File: config.mk
export PLATFORM = sky130hd
export DESIGN_NAME = sm_sync_fifo_ext
export DESIGN_NICKNAME = d
export VERILOG_FILES = /design/src/rtl/sm_sync_fifo_ext.sv
export SDC_FILE = /design/constraint.sdc
export NUM_CORES = 1
export LEC_CHECK = 0
export ABC_AREA = 0
export CAP_MARGIN = 30
export CORE_MARGIN = 2
export CORE_UTILIZATION = 23
export CTS_BUF_LIST = sky130_fd_sc_hd__clkbuf_4
export DETAILED_ROUTE_END_ITERATION = 6
export SLEW_MARGIN = 20
export SYNTH_ARGS = -nofsm -noshare
export SYNTH_HDL_FRONTEND = slang
export SYNTH_SLANG_ARGS = --single-unit
export TNS_END_PERCENT = 1
File: constraint.sdc
create_clock -name clk -period 2.6 [get_ports clk]
set_input_delay 0.52 -clock clk [delete_from_list [all_inputs] [get_ports clk]]
set_output_delay 0.52 -clock clk [all_outputs]
set_load 0.02 [all_outputs]
File: src/rtl/sm_sync_fifo_ext.sv
`default_nettype none
// ============================================================================
// Module      : sm_sync_fifo_ext
// Description : Single-clock FIFO with arbitrary (non-power-of-two) depth,
//               programmable almost-full / almost-empty thresholds, an
//               occupancy count, registered overflow/underflow pulses, a
//               synchronous flush and a selectable first-word-fall-through
//               read mode.
// Revision    : 1.0 - initial release
// ----------------------------------------------------------------------------
// Parameters:
//   DW          data width in bits
//   FIFO_DEPTH  number of entries (any integer >= 2)
//   AF_LEVEL    almost_full  asserts when count >= AF_LEVEL
//   AE_LEVEL    almost_empty asserts when count <= AE_LEVEL
//   FWFT        0 = registered read data, 1 = first-word-fall-through
//   CW          derived count width, leave at its default
// Ports:
//   clk           clock, all state changes on the rising edge
//   rst           synchronous active-high reset
//   flush         synchronous clear of contents (lower priority than rst)
//   wr_en         push request, data_in captured when accepted
//   rd_en         pop request (acknowledge of the head in FWFT mode)
//   data_in       push data
//   data_out      read data
//   empty / full  count == 0 / count == FIFO_DEPTH
//   almost_full   count >= AF_LEVEL
//   almost_empty  count <= AE_LEVEL
//   count         current occupancy
//   overflow      one-cycle pulse after a dropped push
//   underflow     one-cycle pulse after a refused pop
// ============================================================================
module sm_sync_fifo_ext #(
  parameter int DW         = 8,
  parameter int FIFO_DEPTH = 5,
  parameter int AF_LEVEL   = FIFO_DEPTH - 1,
  parameter int AE_LEVEL   = 1,
  parameter int FWFT       = 0,
  parameter int CW         = $clog2(FIFO_DEPTH + 1)
) (
  input  logic          clk,
  input  logic          rst,
  input  logic          flush,
  input  logic          wr_en,
  input  logic          rd_en,
  input  logic [DW-1:0] data_in,
  output logic [DW-1:0] data_out,
  output logic          empty,
  output logic          full,
  output logic          almost_full,
  output logic          almost_empty,
  output logic [CW-1:0] count,
  output logic          overflow,
  output logic          underflow
);

  // Pointer width is sized to address exactly FIFO_DEPTH entries.
  localparam int PW = (FIFO_DEPTH > 1) ? $clog2(FIFO_DEPTH) : 1;

  localparam logic [PW-1:0] c_last_idx = PW'(FIFO_DEPTH - 1);
  localparam logic [CW-1:0] c_depth    = CW'(FIFO_DEPTH);
  localparam logic [CW-1:0] c_af_level = CW'(AF_LEVEL);
  localparam logic [CW-1:0] c_ae_level = CW'(AE_LEVEL);

  // Storage is intentionally not reset; occupancy tracking makes stale
  // contents unobservable.
  logic [DW-1:0] mem [FIFO_DEPTH];

  logic [PW-1:0] r_wp;
  logic [PW-1:0] r_rp;
  logic [CW-1:0] r_count;
  logic          r_overflow;
  logic          r_underflow;

  logic          w_empty;
  logic          w_full;
  logic          w_rd_acc;
  logic          w_wr_acc;

  // Pointers wrap explicitly so any depth works, not only powers of two.
  function automatic logic [PW-1:0] f_next_ptr(input logic [PW-1:0] ptr);
    return (ptr == c_last_idx) ? '0 : ptr + PW'(1);
  endfunction

  // Status is derived only from the registered count, so no flag has a
  // combinational path from wr_en/rd_en.
  assign w_empty = (r_count == '0);
  assign w_full  = (r_count == c_depth);

  // A pop is honoured only when data is present. A push on a full FIFO is
  // still legal when a pop frees the head slot in the same cycle.
  assign w_rd_acc = rd_en & ~w_empty;
  assign w_wr_acc = wr_en & (~w_full | w_rd_acc);

  // --------------------------------------------------------------------------
  // Pointer, occupancy and error-pulse registers
  // --------------------------------------------------------------------------
  always_ff @(posedge clk) begin
    if (rst) begin
      r_wp        <= '0;
      r_rp        <= '0;
      r_count     <= '0;
      r_overflow  <= 1'b0;
      r_underflow <= 1'b0;
    end else if (flush) begin
      // Requests coinciding with a flush are discarded without error pulses.
      r_wp        <= '0;
      r_rp        <= '0;
      r_count     <= '0;
      r_overflow  <= 1'b0;
      r_underflow <= 1'b0;
    end else begin
      if (w_wr_acc) begin
        r_wp <= f_next_ptr(r_wp);
      end
      if (w_rd_acc) begin
        r_rp <= f_next_ptr(r_rp);
      end
      // Simultaneous accepted push and pop leave the count unchanged.
      if (w_wr_acc && !w_rd_acc) begin
        r_count <= r_count + CW'(1);
      end else if (!w_wr_acc && w_rd_acc) begin
        r_count <= r_count - CW'(1);
      end
      r_overflow  <= wr_en & ~w_wr_acc;
      r_underflow <= rd_en & w_empty;
    end
  end

  // --------------------------------------------------------------------------
  // Storage write port. When full with a concurrent pop, wp == rp, so the
  // incoming word lands in the slot the head is leaving; the read side sees
  // the old contents because the update is non-blocking.
  // --------------------------------------------------------------------------
  always_ff @(posedge clk) begin
    if (!rst && !flush && w_wr_acc) begin
      mem[r_wp] <= data_in;
    end
  end

  // --------------------------------------------------------------------------
  // Read data path
  // --------------------------------------------------------------------------
  generate
    if (FWFT != 0) begin : g_fwft
      // Head is presented directly; rd_en only acknowledges it. The value is
      // meaningless while empty.
      assign data_out = mem[r_rp];
    end else begin : g_std
      logic [DW-1:0] r_data_out;

      always_ff @(posedge clk) begin
        if (rst || flush) begin
          r_data_out <= '0;
        end else if (w_rd_acc) begin
          r_data_out <= mem[r_rp];
        end
      end

      assign data_out = r_data_out;
    end
  endgenerate

  // --------------------------------------------------------------------------
  // Outputs
  // --------------------------------------------------------------------------
  assign empty        = w_empty;
  assign full         = w_full;
  assign almost_full  = (r_count >= c_af_level);
  assign almost_empty = (r_count <= c_ae_level);
  assign count        = r_count;
  assign overflow     = r_overflow;
  assign underflow    = r_underflow;

endmodule
`default_nettype wire

Yosys cells after proc, flatten, opt, wreduce, memory -nomap -nowiden. Memories as Yosys holds them, arrays and structs flattened. A register that Yosys moved wholly into a read port is not among the register bits. Index checks and enable logic that the tools add are counted.

Flip-flop bits (word level): 11. RAM bits: 40. Input port bits: 13. Output and inout port bits: 17. Memories: 1.

Memories: mem (words 5, width 8, read ports 1, clocked after Yosys merged registers in 1, write ports 1, line 67) `logic [DW-1:0] mem [FIFO_DEPTH];`.

$add $sub $neg: 4. Order comparisons: 2. Equal/unequal tests: 3. Mux-type cells: 6. Bitwise gates (word level): 8. Reductions and logical operators: 12.

Operators with widths (count): $mux 3 (4); $add 3x1->3 const B (3); $eq 3x3->1 const B (3); $and 1x1->1 (4); $logic_and 1x1->1 (4); $logic_not 1->1 (4); $ge 3x3->1 const B (1); $le 3x1->1 const B (1); $logic_not 3->1 (1); $not 1->1 (3); $sub 3x1->3 const B (1); $mux 1 (2); $reduce_bool 2->1 (1); $reduce_or 2->1 (1); $logic_or 1x1->1 (1); $or 1x1->1 (1).

Longest topological paths before layout. Gate-level depths: netlist of the first run.

Word-level depth: 9. Mapped depth: 10. Mapped depth without buffers: 10.

Worst setup path after synthesis of the first run. No wires, ideal clock.

Kind: register -> register. Start point: reg r_count[1] (netlist: count[1]). End point: mem mem[0][0], enable pin. Setup time: 383 ps. Arrival: 2095 ps. Setup slack: 122 ps. Stages on the path, launching flop included: 6. Buffers on the path: 0. Clock period less this slack: 2478 ps. Cells stage by stage: dfxtp_1 inv_1 ha_1 and3b_4 or4_4 nor3_1.

Cells in the longest elaborated chain, start to end: 8. Elaborated cells between the ends (all ways): 10.

RTL lines: from (decl) (line 71) `logic [CW-1:0] r_count;`; from (signal assigned) (line 121) `r_count <= r_count + CW'(1);`; from (signal assigned) (line 123) `r_count <= r_count - CW'(1);`; $logic_not 3->1 (line 87) `assign w_empty = (r_count == '0);`; $not 1->1 (line 92) `assign w_rd_acc = rd_en & ~w_empty;`; $and 1x1->1 (line 92); $or 1x1->1 * (line 93) `assign w_wr_acc = wr_en & (~w_full | w_rd_acc);`; $and 1x1->1 * (line 93); $logic_and 1x1->1 * (line 136) `if (!rst && !flush && w_wr_acc) begin`; $mux 1 * (line 136); $mux 1 (not written as such) * (line 137) `mem[r_wp] <= data_in;`; to (decl) (line 67).

Mark *: on every way between the ends. The rest lies on a longest branch, timed or not.

Final worst setup path of the first run.
Start point: reg r_count[1] (netlist: count[1]). End point: out full.

Cells in the longest elaborated chain, start to end: 1.

RTL lines: $eq 3x3->1 (line 88) `assign w_full = (r_count == c_depth);`; to (decl) (line 49) `output logic full,`.

Every way passes these cells.

==> summary by stage, run 1 <==
Cells and area
The sequential cell area is 0.00158 mm². The number of nets in the final layout is 239. The total area of multi-input combinational cells is 763 µm². In the final layout, the share of cells above drive strength 1 is 0.167. The number of diodes added for antenna fixing is 0. The layout filler cell count is 1049. Leaving out fill and tap cells, the most frequent cell in the layout is edfxtp_1.

Measured on the finished design, the core utilization comes to 0.298. In the layout the commonest cells are 40 x edfxtp_1, 29 x clkdlybuf4s50_1, 19 x dfxtp_1. After the flow finishes, the layout carries non-filler instances totaling 357. The area growth from synthesis to layout is 26.3%.

Critical path
The worst setup path is launched from a register. STA classifies the critical path endpoint as an output port. The biggest cell delay along the critical path is 0.54 ns. The critical path crosses 4 cells after its start point.

At the worst endpoint, the arrival time is 1.84 ns. The top cell family by delay on the critical path is buffers and inverters. The required time of the critical path is 2.08 ns. Of all nets on the critical path, the largest fanout is 5.

The worst reg-to-reg path cell count is 6. The worst setup path is of the register to output port kind. The critical path goes through inv_1 -> ha_1 -> and2_1 -> clkdlybuf4s50_1. The cell at the slowest stage of the critical path is clkdlybuf4s50_1. Counting both buffers and inverters, the worst setup path holds a total of 2.

Route
After detailed routing, the number of vias per cell comes to 4.38. Once detail routing completed, the nets flagged for antenna violations numbered 0. For this block, the via count after detailed routing is 1565.

Dividing the detail-routed wire length by the instance count gives 14.0 µm. The violation count after the first detailed-routing iteration is 66. The total wire length is 5000 µm. The number of iterations in the first detailed-routing pass is 6. For this run, design rule violations remaining after detail routing come to 0.

Global route
Entering global routing, the biggest net connects 21 pins. The total routing resource utilization after global routing is 0.0969. met2 is the most crowded layer. After global routing the overflow that remains totals 0. The initial antenna violation count is 0. The global routing usage on met1 is 0.133.

In the global route stage, met2 resource usage came out at 0.142. The first global-routing pass estimated 8360 µm of wire. The number of global-route vias before repair is 1615. The met3 track demand over resource is 0.0249.

STA
The worst path in the final design needs a cycle of 2.36 ns, including I/O delays and setup. Headroom to the max-slew limit came out at 0.570. The count of endpoints failing hold in the final timing report came to 0. Setup slack on the critical path of the routed design comes to 0.239 ns. Between clock sinks in the finished design, the worst skew comes to 0.0104 ns. For the final routed database, the setup TNS stands at 0 ns. The number of setup violations in the final report is 0. The fmax is 423 MHz.

Setup repair after global routing left no endpoint under its margin. The actual slew at the worst max-slew pin is 0.644 ns. Dividing the final minimum period by the clock period gives 0.908. The count of final max-slew check failures came to 0.

Floorplanning
The count of boundary I/O pins is 30. The die is 107 µm wide. The core region is 0.0103 mm².

The initial utilization of the core area, before any placement, comes to 0.236. Measured along the y axis, the die boundary spans 107 µm. The number of standard-cell rows in the floorplan is 37. The die covers 0.0114 mm².

Synth
The gate count of the mapped netlist is 176. The area share of the largest cell type after synthesis is 0.495. The synthesis warning total is 0. The area fraction in compound gates after synthesis is 0.113. In the synthesized netlist the async set-or-reset flop fraction comes to 0. The largest area contributor in the synthesized netlist is edfxtp_1. By area the synthesized netlist is led by edfxtp_1 49%, dfxtp_1 16%, ha_1 4.6%.

The number of synthesized flops with an enable pin is 40. The combinational family with the most area after synthesis is compound AO/OA/AOI/OAI gates. Among all flip-flop cells after synthesis, the most frequent one is edfxtp_1. The area share of xor/xnor cells in the synthesized design is 0.00722. The multiplexer share of the synthesized area is 0.0825. The flop and latch count out of synthesis is 59. The synthesized area per cell is 13.8 µm².

The simple-gate portion of the synthesized area is 0.0655. The synthesized netlist net count is 198. The adder-cell share of the synthesized area is 0.0464. The share of synthesized area occupied by flip-flops and latches is 0.652. The number of unique standard cell types used by synthesis is 35. The cell area after technology mapping is 0.00243 mm².

CTS
The clock passes through at most 2 buffers. The number of clock buffers added by TritonCTS is 9. The H-tree was split into 3 levels. After clock tree synthesis, the repair step resized 0 gates. The CTS tree is yes. At the later pin of the worst-skew pair, clock insertion delay measures 0.38 ns. The number of buffers inserted for hold repair after clock tree synthesis is 0.

The number of post-CTS setup repair buffers is 0. Clock-pin slew was measured on the worst setup and hold paths at 0.10 ns. The total clock sinks is 59. The cell sitting at the root of the clock tree is a clkbuf_4.

Pwr
The leakage power of the design is 1.01 nW. The power density over the cells is 631 mW/mm². IR analysis of the VDD net gives a maximum drop of 0.000193 V.

Place
Routability-driven placement finished with a final weighted congestion of 0.735. Once detailed placement completed, the half-perimeter wirelength came to 3460 µm. The number of I/O port buffers is 29.

The cell count after placement is 342. OpenSTA, run right after detailed placement, puts the worst setup slack at 0.162 ns.

Hold path
The number of cells on the worst hold path is 2. In this run the worst hold path is classified as register to register.

Status
The flow ran to the end, and the final reports show no timing, DRC or antenna violations.

Flow run
Across the run, the number of max-cap violations was 0.
worst reg2reg max path: cells and delay by family, from the launching register on:
family                   cells  cell delay (ns)
flip-flops                   1             0.42
adder cells (fa/ha/maj)      1             0.22
AND/OR/NAND/NOR              3             0.88
buffers and inverters        2             0.33
logic make-up (layout without fill, tap and decap cells):
family / Yosys count / count (layout)
compound gates: 41 / 41
xor+xnor: 2 / 2
fa+ha+maj: 9 / 9
buf+inv: 19 / 64
flops: 59 / 59
mux: 18 / 18
simple gates: 28 / 28
cells in the mapped netlist, types with 2 or more instances:
master	instances
a21oi_1	16
edfxtp_1	40
mux2_1	8
inv_2	3
nand3_1	5
o21ai_1	4
buf_2	3
dfxtp_1	19
ha_1	9
mux2_2	8
inv_1	7
nor3_1	6
nor2_1	7
clkbuf_1	4
mux2i_1	2
a211oi_1	9
a222oi_1	8
report_power, final:
| part | internal, mW | switching [mW] | leakage [nW] |
|---|---|---|---|
| clock network | 0.379 | 0.317 | 0.0792 |
| logic | 0.0974 | 0.113 | 0.418 |
| registers | 1.02 | 0.0124 | 0.515 |
| total | 1.49 | 0.442 | 1.01 |
area by class of cell:
cell class,count,area share
Sequential cell,59,0.516
Inverter,10,0.0122
Clock buffer,9,0.0220
Timing Repair Buffer,39,0.119
Multi-Input combinational cell,98,0.249
Clock inverter,6,0.0265
Tap cell,136,0.0555
worst paths after layout:
| path | startpoint | end | slack (ns) |
|---|---|---|---|
| max reg2reg | count[1] | mem[3][2] | 0.45 |
| max | count[1] | full | 0.24 |
| min | data_out[4] | data_out[4] | 0.52 |
| min reg2reg | data_out[4] | data_out[4] | 0.52 |
sequential cells by signal, summed over array words and instances (netlist names):
signal	flops
r_rp	3
data_out	8
underflow	1
count	3
mem	40
r_wp	3
overflow	1
per-stage QoR:
step / power (mW) / area (µm²) / hold WS, ns
after detailed placement: 1.26 / 2920 / 0.515
final: 1.93 / 3070 / 0.521
after floorplan: 1.17 / 2430 / 0.496
after CTS: 1.96 / 3070 / 0.526
after global routing: 2.01 / 3070 / 0.568
after global placement: 1.26 / 2920 / 0.513
metal layers:
layer | part of all wire | vias to the layer above
met1 | 0.48 | 757
met2 | 0.46 | 38
met3 | 0.055 | 4
met5 | 0 | -
li1 | - | 766
met4 | 0.0096 | 0
Power figures use the tool's default switching activity.
==> run 2, diff against run 1 <==
- SLEW_MARGIN: 20 -> unset
==> results of run 2 <==
Final layout, timing and power as in run 1 (identical DEF).
